<file path="src/rtl/mult_pkg.sv">
// Shared definitions for the sequential shift-add multiplier: state encodings
// and the default operand width.
package mult_pkg;

  localparam int DEFAULT_WIDTH = 4;

  typedef enum logic [1:0] {
    IDLE = 2'd0,
    CALC = 2'd1,
    DONE = 2'd2
  } state_t;

endpackage

</file>
<file path="src/rtl/mult_4bit_seq.sv">
// Unsigned sequential multiplier: one shift-add step per clock in CALC,
// result registered on the final step and flagged by a one-cycle done pulse.
module mult_4bit_seq
  import mult_pkg::*;
#(
  parameter int WIDTH = DEFAULT_WIDTH
) (
  input  logic                 clk,
  input  logic                 rst,
  input  logic                 start,
  input  logic [WIDTH-1:0]     multiplicand,
  input  logic [WIDTH-1:0]     multiplier,
  output logic [2*WIDTH-1:0]   product,
  output logic                 busy,
  output logic                 done
);

  localparam int CW = $clog2(WIDTH) + 1;
  localparam logic [CW-1:0] LAST_STEP = CW'(WIDTH - 1);

  state_t             state;
  state_t             state_next;
  logic [CW-1:0]      count;
  logic [2*WIDTH-1:0] mcand;
  logic [2*WIDTH-1:0] acc;
  logic [2*WIDTH-1:0] acc_sum;
  logic [WIDTH-1:0]   mplier;
  logic               last_step;

  // Partial product for the current step; also the final result on the last step.
  assign acc_sum   = mplier[0] ? (acc + mcand) : acc;
  assign last_step = (count == LAST_STEP);

  always_ff @(posedge clk or posedge rst) begin
    if (rst) begin
      state <= IDLE;
    end else begin
      state <= state_next;
    end
  end

  always_comb begin
    state_next = state;
    case (state)
      IDLE: if (start) state_next = CALC;
      CALC: if (last_step) state_next = DONE;
      DONE: state_next = IDLE;
      default: state_next = IDLE;
    endcase
  end

  always_ff @(posedge clk or posedge rst) begin
    if (rst) begin
      count   <= '0;
      mcand   <= '0;
      mplier  <= '0;
      acc     <= '0;
      product <= '0;
    end else begin
      case (state)
        IDLE: begin
          if (start) begin
            mcand  <= {{WIDTH{1'b0}}, multiplicand};
            mplier <= multiplier;
            acc    <= '0;
            count  <= '0;
          end
        end
        CALC: begin
          acc    <= acc_sum;
          mcand  <= mcand << 1;
          mplier <= mplier >> 1;
          count  <= count + 1'b1;
          // product only moves here, so it holds through IDLE and the next CALC
          if (last_step) product <= acc_sum;
        end
        default: ;
      endcase
    end
  end

  assign busy = (state == CALC);
  assign done = (state == DONE);

endmodule

</file>
<file path="config.mk">
export PLATFORM = sky130hd
export DESIGN_NAME = mult_4bit_seq
export DESIGN_NICKNAME = d
export VERILOG_FILES = /design/src/rtl/mult_pkg.sv /design/src/rtl/mult_4bit_seq.sv
export SDC_FILE = /design/constraint.sdc
export NUM_CORES = 1
export LEC_CHECK = 0
export ABC_AREA = 1
export CAP_MARGIN = 40
export CORE_MARGIN = 1.5
export CORE_UTILIZATION = 28
export DETAILED_ROUTE_END_ITERATION = 12
export SYNTH_ARGS = -nofsm -noshare
export SYNTH_HDL_FRONTEND = slang
export SYNTH_SLANG_ARGS = --single-unit
</file>
<file path="constraint.sdc">
create_clock -name clk -period 2.5 [get_ports clk]
set_clock_uncertainty 0.15 [all_clocks]
set_input_delay 0.5 -clock clk [delete_from_list [all_inputs] [get_ports clk]]
set_output_delay 0.5 -clock clk [all_outputs]
set_load 0.005 [all_outputs]
</file>
==> summary.txt, run 1 <==
Power and ir drop
  • LEAKAGE: around 1.0 nW
  • Reg power frac: approximately a third
  • Sw Share: approximately two fifths
  • Max rail drop VDD: 591.5 uV
  • Net Sw Power: 0.001138 W
  • Internal: approximately 0.0017 W
  • Power per standard cell area: 1337 mW/mm^2
  • Clock group share of total power: between 10% and 20%
  • Comb pwr share: 47.2%

STA
  • RSZ-0062 raised after global routing: false
  • Final-report hold violation count: 0
  • Crit share post-route: between 90 and 100%
  • Setup TNS: 0 ns
  • Relative slew slack: 67.44%
  • Fmax: 429.8 MHz
  • Minimum clock period: 2.327 ns
  • Final setup violation count: 0
  • Slew @ Worst Pin: 0.4883 ns
  • Slew Limit Fails: 0

Clock tree
  • CTS clk-pin slew, worst paths: 0.07 ns
  • Post-CTS setup buffer count: 0
  • Cts hold-fix bufs: 0
  • Root Buffer: clkbuf_8
  • H-tree depth: 2
  • TritonCTS clock tree: yes
  • Clk Latency, worst-skew pair: approximately 0.29 ns
  • Worst-case clock buffer depth: 2
  • Post-cts resize count: 0
  • Clock Sinks: 33
  • Num CTS Buffers: 5

Hold path
  • Hold/Removal Path Class: flip-flop to flip-flop

Critical path
  • Worst setup EP type: primary output
  • CP max stage cell: clkdlybuf4s50_1
  • Crit path DAT: 1.68 ns
  • Startpoint types: flip-flop
  • Buffers and inverters on the worst path: 3
  • Max incr delay on CP: between 0.5 and 0.6 ns
  • Worst Path Max Fanout: 19
  • Crit-path most repeated cell: inv_2
  • CP cell instances: inv_2, nand2_4, inv_2, clkdlybuf4s50_1
  • Delay-heaviest family, CP: buffers and inverters
  • Crit path kind: flip-flop to primary output
  • Critical Path RT: 1.85 ns

Finish
  • # nets final: 246
  • Cell area after layout: roughly 0.0021 mm^2
  • Layout area overhead: 21.19%
  • Share of cells above drive strength 1: 7.965%
  • # diodes: 0
  • Post-layout util: 35.21%

Floorplan
  • I/O pins: 21
  • Die area: about 0.0067 mm^2
  • Rows: 28
  • Initial cell density of the core: around 29%
  • Core Area: between 0.005 and 0.006 mm^2
  • Die Ht: 81.62 um
  • Die Wd: around 82 um

Synthesis
  • Synthesized Nets: between 200 and 250
  • Yosys top cell by area: dfrtp_1
  • Register area share after synthesis: 47.72%
  • Netlist cell types: 24
  • Syn Inst Count: about 200
  • Avg Cell Area, Syn: roughly 8.5 um^2
  • Synthesized area: about 0.0017 mm^2
  • Area contributors post-synth: dfrtp_1, nand2_1, ha_1, o21ai_0, nand3_1
  • Synth top area share: between 40% and 50%
  • Synth warn: 0
  • Post-synthesis register bit count: 33

Place
  • Detailed Place HPWL: between 2 and 3 mm
  • Port Buffers: 20
  • Placer Congestion: around 0.73
  • Area of placed instances: roughly 0.0020 mm^2

Routing
  • Residual DRC count: 0
  • Total Wirelength: around 3.7 mm
  • Wirelength per Cell: about 12 um
  • WL met2: 1.617 mm
  • Via-per-instance ratio: 4.625
  • Metal1 wirelength: 1.783 mm
  • Iteration-0 DRC Markers: 62
  • Detail Route Antenna Nets: 0
  • Met3 routed WL: between 150 and 200 um
  • Drt pass-1 iters: 4
  • DR top layer: met4
  • DR vias: around 1400

GRT
  • First-pass GRT wire length: approximately 6.3 mm
  • Vias in the first global route: between 1000 and 1500
  • Largest net degree at the start of global routing: 34
  • Total grt overflow: 0
  • GR Util All Layers: about an eighth
  • Initial antenna violation count: 0

Outcome
  • Status: completed

Run
  • MaxCap Viol Count: 0
==> layout make-up <==
type	instances	area (um^2)
Fill cell	625	3859
Sequential cell	33	825.8
Multi-Input combinational cell	140	763.2
Timing Repair Buffer	21	207.7
Tap cell	75	93.84
Inverter	24	90.09
Clock buffer	7	86.33
Clock inverter	1	30.03
==> cells by family after synthesis <==
logic type / Yosys count / share of synthesized area [%]
flip-flops: 33 / 47.72
adder cells (fa/ha/maj): 10 / 7.665
AND/OR/NAND/NOR: 90 / 23.07
AO/OA/AOI/OAI: 39 / 12.87
buffers and inverters: 30 / 8.171
XOR/XNOR: 1 / 0.5062
==> worst min-delay path, delay by kind of cell (launching register included) <==
| kind | cells | cell delay, ns |
|---|---|---|
| flip-flops | 1 | 0.35 |
| AND/OR/NAND/NOR | 2 | 0.10 |
==> flip-flops by register name, indices dropped and copies added, names as in the netlist <==
| name | flops |
|---|---|
| acc | 8 |
| count | 3 |
| mcand | 8 |
| mplier | 4 |
| product | 8 |
| state | 2 |
==> power groups by stage <==
stage / clock network (W) / logic, W / registers (W)
floorplan: 0 / 0.00101 / 0.000914
global placement: 0 / 0.00131 / 0.000971
finish: 0.000517 / 0.00132 / 0.000963
CTS: 0.000531 / 0.00133 / 0.000966
detailed placement: 0 / 0.00132 / 0.000974
global route: 0.000549 / 0.00154 / 0.00100
==> stage by stage <==
stage          hold slack [ns]  instances  power (W)  setup slack (ns)
6_report                0.3324        301   0.002804            0.1733
5_1_grt                 0.3657        301   0.003089           0.06433
4_1_cts                 0.3363        301   0.002828            0.1558
3_5_place_dp            0.3192        293   0.002296            0.4665
3_3_place_gp            0.3154        293   0.002277            0.4875
2_1_floorplan           0.2961        203   0.001928            0.7474
==> worst paths after layout <==
check,to,cells after the start,startpoint,slack (ns)
hold / removal,product[6],2,product[6],0.33
hold reg to reg,product[6],2,product[6],0.33
setup reg to reg,product[6],10,mcand[0],0.50
min in group asynchronous,acc[7],3,rst,0.44
setup / recovery,busy,4,state[1],0.17
max in group asynchronous,acc[2],3,rst,1.44
==> metal layers <==
| metal | up-vias | track usage (%) |
|---|---|---|
| met5 | - | 0 |
| met4 | 0 | 5.763 |
| met3 | 8 | 3.222 |
| met2 | 33 | 19.17 |
| met1 | 632 | 16.99 |
| li1 | 719 | - |
==> synthesized netlist by cell type <==
cell type  number
nand2_1        51
dfrtp_1        33
inv_1          21
o21ai_0        18
nand3_1        16
nor2_1         13
ha_1            9
o22ai_1         9
a21oi_1         5
buf_6           3
inv_2           3
nand3b_1        3
o21ai_1         3
or2_2           3
a32o_1          2
buf_2           2
nand2_4         2
a22o_1          1
a22oi_1         1
buf_4           1
fa_1            1
nand2_2         1
or2_4           1
xnor2_1         1
==> layout by cell type (no fill, tap or decap) <==
master / netlist / final
nand3_1: 16 / 16
xnor2_1: 1 / 1
a32o_1: 2 / 2
clkbuf_8: 0 / 6
nor2_1: 13 / 13
ha_1: 9 / 9
a22oi_1: 1 / 1
nand3b_1: 3 / 3
nand2_2: 1 / 1
buf_4: 1 / 1
nand2_1: 51 / 51
inv_2: 3 / 3
a22o_1: 1 / 1
a21oi_1: 5 / 5
bufinv_16: 0 / 1
fa_1: 1 / 1
o21ai_1: 3 / 3
inv_1: 21 / 21
clkdlybuf4s50_1: 0 / 20
or2_2: 3 / 3
clkbuf_1: 0 / 1
nand2_4: 2 / 2
dfrtp_1: 33 / 33
o21ai_0: 18 / 18
or2_4: 1 / 1
o22ai_1: 9 / 9
(Power assumes the default switching activity.)
==> run 2, diff against run 1 <==
CAP_MARGIN = unset   (was 40)
==> results of run 2 <==
Same layout as run 1: the final DEF is identical, and so are final timing and power.
==> run 3, diff against run 2 <==
CORE_MARGIN = 4   (was 1.5)
GPL_TIMING_DRIVEN = 0   (was unset)
==> summary.txt, run 3 (same netlist as run 1, synthesis figures left out) <==
Critical path
  • Max incr delay on CP: 0.51 ns (-0.03 ns)
  • Critical R2R Capture: product[4]
  • CP max stage cell: clkdlybuf4s50_1
  • Crit path kind: flip-flop to primary output
  • Worst r2r src: mcand[0]
  • Critical Path RT: 1.85 ns (about the same)
  • Startpoint types: flip-flop
  • Buffers and inverters on the worst path: 4 (+1)
  • Worst r2r path cells: 9 (-1)
  • Worst setup EP type: primary output
  • Crit path DAT: 1.67 ns (about the same)
  • CP cell instances: inv_2, nand2_4, inv_2, buf_6, clkdlybuf4s50_1
  • Worst Path Max Fanout: 10 (-9)
  • Crit-path most repeated cell: inv_2
  • Reg2reg setup slack: 0.52 ns (+0.02 ns)
  • Delay-heaviest family, CP: buffers and inverters

Routing
  • Iteration-0 DRC Markers: 76 (+23%)
  • Total Wirelength: 3.904 mm (+6.3%)
  • Wirelength per Cell: 12.84 um (+5.3%)
  • Detail Route Antenna Nets: 0 (unchanged)
  • Residual DRC count: 0 (unchanged)
  • Via-per-instance ratio: 4.760 (+2.9%)
  • Drt pass-1 iters: 4 (unchanged)
  • DR vias: 1447 (+4.0%)

Clock tree
  • Num CTS Buffers: 5 (unchanged)
  • CTS clk-pin slew, worst paths: 0.06 ns (about the same)
  • Post-cts resize count: 0 (unchanged)
  • Clk Latency, worst-skew pair: 0.28 ns (about the same)
  • Worst-case clock buffer depth: 2 (unchanged)
  • H-tree depth: 2 (unchanged)
  • Post-CTS setup buffer count: 0 (unchanged)
  • Clock Sinks: 33 (unchanged)
  • Cts hold-fix bufs: 0 (unchanged)
  • Root Buffer: clkbuf_8
  • TritonCTS clock tree: yes

STA
  • Setup ws final: 0.1811 ns (+0.007814 ns)
  • Slew Limit Fails: 0 (unchanged)
  • Final setup violation count: 0 (unchanged)
  • Fmax: 431.2 MHz (+0.34%)
  • Crit share post-route: 92.75% (-0.31 points)
  • Final-report hold violation count: 0 (unchanged)
  • Setup TNS: 0 ns (unchanged)
  • RSZ-0062 raised after global routing: false
  • Slew @ Worst Pin: 0.7114 ns (+0.2230 ns)
  • Relative slew slack: 52.50% (-15 points)
  • Minimum clock period: 2.319 ns (-0.007814 ns)

Finish
  • Fillers: 638 (+2.1%)
  • Most common cell after layout, fill and taps aside: nand2_1
  • Commonest non-fill, non-tap cells in the layout: nand2_1, dfrtp_1, inv_1, clkdlybuf4s50_1, o21ai_0
  • Layout area overhead: 21.26% (about the same)
  • Cell area after layout: 0.002098 mm^2 (about the same)
  • Share of cells above drive strength 1: 10.04% (+2.1 points)
  • # diodes: 0 (unchanged)
  • Biggest regs: acc (8), mcand (8), product (8)
  • Register area: 825.8 um^2 (unchanged)
  • Multi-input gate area: 763.2 um^2 (unchanged)
  • # nets final: 251 (+2.0%)

GRT
  • GR Util All Layers: 11.79% (-0.89 points)
  • Largest net degree at the start of global routing: 34 (unchanged)
  • Total grt overflow: 0 (unchanged)
  • Initial antenna violation count: 0 (unchanged)
  • Vias in the first global route: 1414 (+5.0%)
  • First-pass GRT wire length: 6.858 mm (+8.0%)

Hold path
  • Hold Path Sink: count[0]
  • Hold path depth: 1 (-1)
  • Hold/Removal Path Class: flip-flop to flip-flop
  • HP Start: count[0]

Place
  • Placer Congestion: 0.8079 (+10%)
  • Detailed Place HPWL: 2.852 mm (+7.9%)
  • Port Buffers: 20 (unchanged)
  • Dpl ws: 0.2889 ns (-0.1776 ns)
  • Area of placed instances: 0.002024 mm^2 (+2.2%)

Floorplan
  • I/O pins: 21 (unchanged)
  • Die area: 0.007502 mm^2 (+13%)
  • Rows: 28 (unchanged)
  • Initial cell density of the core: 29.05% (unchanged)
  • Core Area: 0.005956 mm^2 (unchanged)
  • Die Ht: 86.62 um (+6.1%)
  • Die Wd: 86.62 um (+6.1%)

Run
  • MaxCap Viol Count: 0 (unchanged)

Outcome
  • Status: completed

Power and ir drop
  • Max rail drop VDD: 714.1 uV (+21%)
  • LEAKAGE: 1.021 nW (+0.61%)
  • Total power: 0.002742 W (-2.2%)
  • Power per standard cell area: 1307 mW/mm^2 (-2.3%)
## run 3: worst max-delay path by stage
| stage | cells after the start | startpoint | endpoint | slack [ns] |
|---|---|---|---|---|
| after global routing | 5 | state[1] | busy | 0.09 |
| final | 5 | state[1] | busy | 0.18 |
| after global placement | 2 | rst | mcand[2] | 0.30 |
| after floorplan | 10 | mcand[0] | acc[6] | 0.75 |
| after CTS | 5 | state[1] | busy | 0.16 |
| after detailed placement | 2 | rst | mcand[2] | 0.29 |
## run 3: metal layers
layer	vias up	part of all wire, %	track usage (%)
met5	-	0	0
met4	0	1.2	3.824
met3	5	3.4	2.852
met2	18	47	18.08
met1	699	49	16.31
li1	725	-	-
## run 3: per-stage QoR
stage	hold WS (ns)	instances	util [%]
global route	0.3475	304	35.23
finish	0.3271	304	35.23
CTS	0.3307	304	35.23
global placement	0.3171	298	33.99
floorplan	0.2961	203	-
detailed placement	0.3221	298	33.99
## run 3: layout make-up
class                   instances  area share, %
multi-input cells             140          36.37
inverters                      24          4.293
flip-flops and latches         33          39.36
repair buffers                 20          9.541
well taps                      75          4.472
clock buffers                   5          3.280
clock inverters                 1         0.2385
plain buffers                   6          2.445
## run 3: worst reg2reg max path, cell delays in order (launching register included)
cell     delay (ns)
dfrtp_1        0.41
ha_1           0.25
fa_1           0.40
nand2_1        0.09
nand2_1        0.09
nand2_1        0.07
nand2_1        0.05
nand3_1        0.08
o21ai_0        0.12
o21ai_0        0.19
## run 3: power by group
| group | internal [W] | switching [W] | total, W |
|---|---|---|---|
| Sequential | 0.000770 | 0.000172 | 0.000942 |
| Clock | 0.000183 | 0.000187 | 0.000370 |
| Combinational | 0.000632 | 0.000797 | 0.00143 |
| Total | 0.00159 | 0.00116 | 0.00274 |
==> RTL edit (config.mk and constraints of run 3) <==
Change the package constant `DEFAULT_WIDTH` from 4 to 16.
--- a/src/rtl/mult_pkg.sv
+++ b/src/rtl/mult_pkg.sv
@@ -4,3 +4,3 @@
 
-  localparam int DEFAULT_WIDTH = 4;
+  localparam int DEFAULT_WIDTH = 16;
 
Ports: changed (resized multiplicand, multiplier and product); port bits go from 21 to 69. No check against the original RTL was run, so the function may have changed too.
==> RTL edit against run 3 <==
Synthesized area grew to 4.3 times the old value; wire length grew to 5.8 times the old value; total power grew to 5.2 times the old value; final area increased to 4.4 times the old value; clock power grew to 6.8 times the old value; sequential cell count grew 86; setup slack got worse by 78 ps; count of clock-buffer cells in the layout increased by 12; critical path depth is 1 lower; critical path type unchanged.
==> RTL edit: results (changes against run 3) <==
stage	metric	value	unit	change
setup_path	R2R depth	12		was 9
timing	Worst slew margin	52.2	%	was 52.5%
timing	Fin Hold WS	329	ps	was 327 ps
setup_path	FF-to-FF Start	mcand[0]$_DFFE_PP0P_		unchanged
global_routing	first-pass GRT wire length	37.2	mm	was 6.86 mm
worst_hold_path	hold path depth	2		was 1
power	Sw Pwr	6.90	mW	was 1.16 mW
placement	pre-CTS setup slack	-57.7	ps	was 289 ps
finish	post-layout util	35.5	%	was 35.2%
routing	DR iter-0 viols	425		was 76
finish	share of cells above drive strength 1	10.3	%	was 10.0%
cts	Clk Tree Root Cell	clkbuf_16		was clkbuf_8
finish	# fillers	2756		was 638
routing	Post-Route WL	22.8	mm	was 3.90 mm
cts	CTS buffer count	17		was 5
placement	DP Wirelength	17.7	mm	was 2.85 mm
cts	worst skew pair latency	430	ps	was 280 ps
finish	diodes inserted	0		unchanged
yosys	syn nets	1111		was 224
setup_path	FF-to-FF setup slack	120	ps	was 520 ps
finish	nets	1201		was 251
timing	FMAX	0.417	GHz	was 0.431 GHz
yosys	Synth top cells by count	nand2_1 (369), inv_1 (165), dfrtp_1 (119), nand3_1 (83), nor2_1 (41)		was nand2_1 (51), dfrtp_1 (33), inv_1 (21), o21ai_0 (18), nand3_1 (16)
cts	H-tree levels	4		was 2
routing	vias per cell	4.67		was 4.76
global_routing	vias in the first global route	6918		was 1414
routing	DR pass1 iterations	5		was 4
cts	Post-CTS Resized	8		was 0
setup_path	critical path arrival	1750	ps	was 1670 ps
placement	Port Buffers	68		was 20
global_routing	gr usage total	16.1	%	was 11.8%
power	LEAKAGE	4.81	nW	was 1.02 nW
yosys	Distinct cells, synth	37		was 24
power	Peak VDD IR	0.675	mV	was 0.714 mV
placement	routability congestion estimate	0.891		was 0.808
worst_hold_path	Worst Hold End	product[25]$_DFFE_PP0P_		was count[0]$_DFFE_PP0P_
finish	Regs by FF count	acc: 32 flops, mcand: 32 flops, product: 32 flops		was acc: 8 flops, mcand: 8 flops, product: 8 flops
run_status	status	completed		unchanged
setup_path	Max FO, Critical Path	16		was 10
yosys	top cells by area, synth	dfrtp_1 (40%), nand2_1 (18%), inv_1 (8.3%)		was dfrtp_1 (48%), nand2_1 (11%), ha_1 (6.5%)
setup_path	reg2reg end	acc[20]$_DFFE_PP0P_		was product[4]$_DFFE_PP0P_
worst_hold_path	Hold Crit Start	product[25]$_DFFE_PP0P_		was count[0]$_DFFE_PP0P_
setup_path	slowest stage delay, CP	520	ps	
global_routing	largest net degree at the start of global routing	38		was 34
RTL edit: cell types whose count changed after synthesis, sizes merged, moves of 16 or more:
cell,delta
nor2,+33
nand2,+332
a21oi,+21
or2,+16
ha,+24
clkbuf,+16
dfrtp,+86
inv,+146
nand3,+80
RTL edit: final cells by class:
cell class,instances,share of cell area (%)
multi-input cells,722,40.0
flip-flops and latches,119,32.0
repair buffers,72,8.05
inverters,170,7.08
clock buffers,17,4.58
well taps,335,4.51
clock inverters,15,1.88
plain buffers,30,1.84
RTL edit: routing by layer:
layer | up-vias | wire length, um | part of all wire (%) | track usage [%]
met5 | - | 0 | 0 | 0
met4 | 0 | 668 | 2.9 | 5.82
met3 | 34 | 879 | 3.9 | 2.64
met2 | 146 | 10500 | 46 | 25.8
met1 | 3247 | 10700 | 47 | 22.1
li1 | 3486 | - | - | -
RTL edit: power groups by stage:
stage	registers, mW	clock network (mW)	logic, mW
global placement	3.40	0	8.10
finish	3.39	2.52	8.36
floorplan	3.29	0	5.83
CTS	3.39	2.57	8.31
global route	3.51	2.64	9.41
detailed placement	3.41	0	8.24
RTL edit: cell families (layout without fill, tap and decap cells):
family,after synthesis,after routing,share of synthesized area [%]
AO/OA/AOI/OAI,120,120,10.1
flip-flops,119,119,39.8
XOR/XNOR,13,13,1.52
adder cells (fa/ha/maj),34,34,5.78
AND/OR/NAND/NOR,555,555,32.0
buffers and inverters,201,304,10.9
RTL edit: metrics by stage:
step / std cells / power (mW) / setup TNS [ps]
3_5_place_dp: 1448 / 11.6 / -491
4_1_cts: 1479 / 14.3 / 0
5_1_grt: 1480 / 15.6 / 0
2_1_floorplan: 1042 / 9.12 / 0
6_report: 1480 / 14.3 / 0
3_3_place_gp: 1445 / 11.5 / -103590
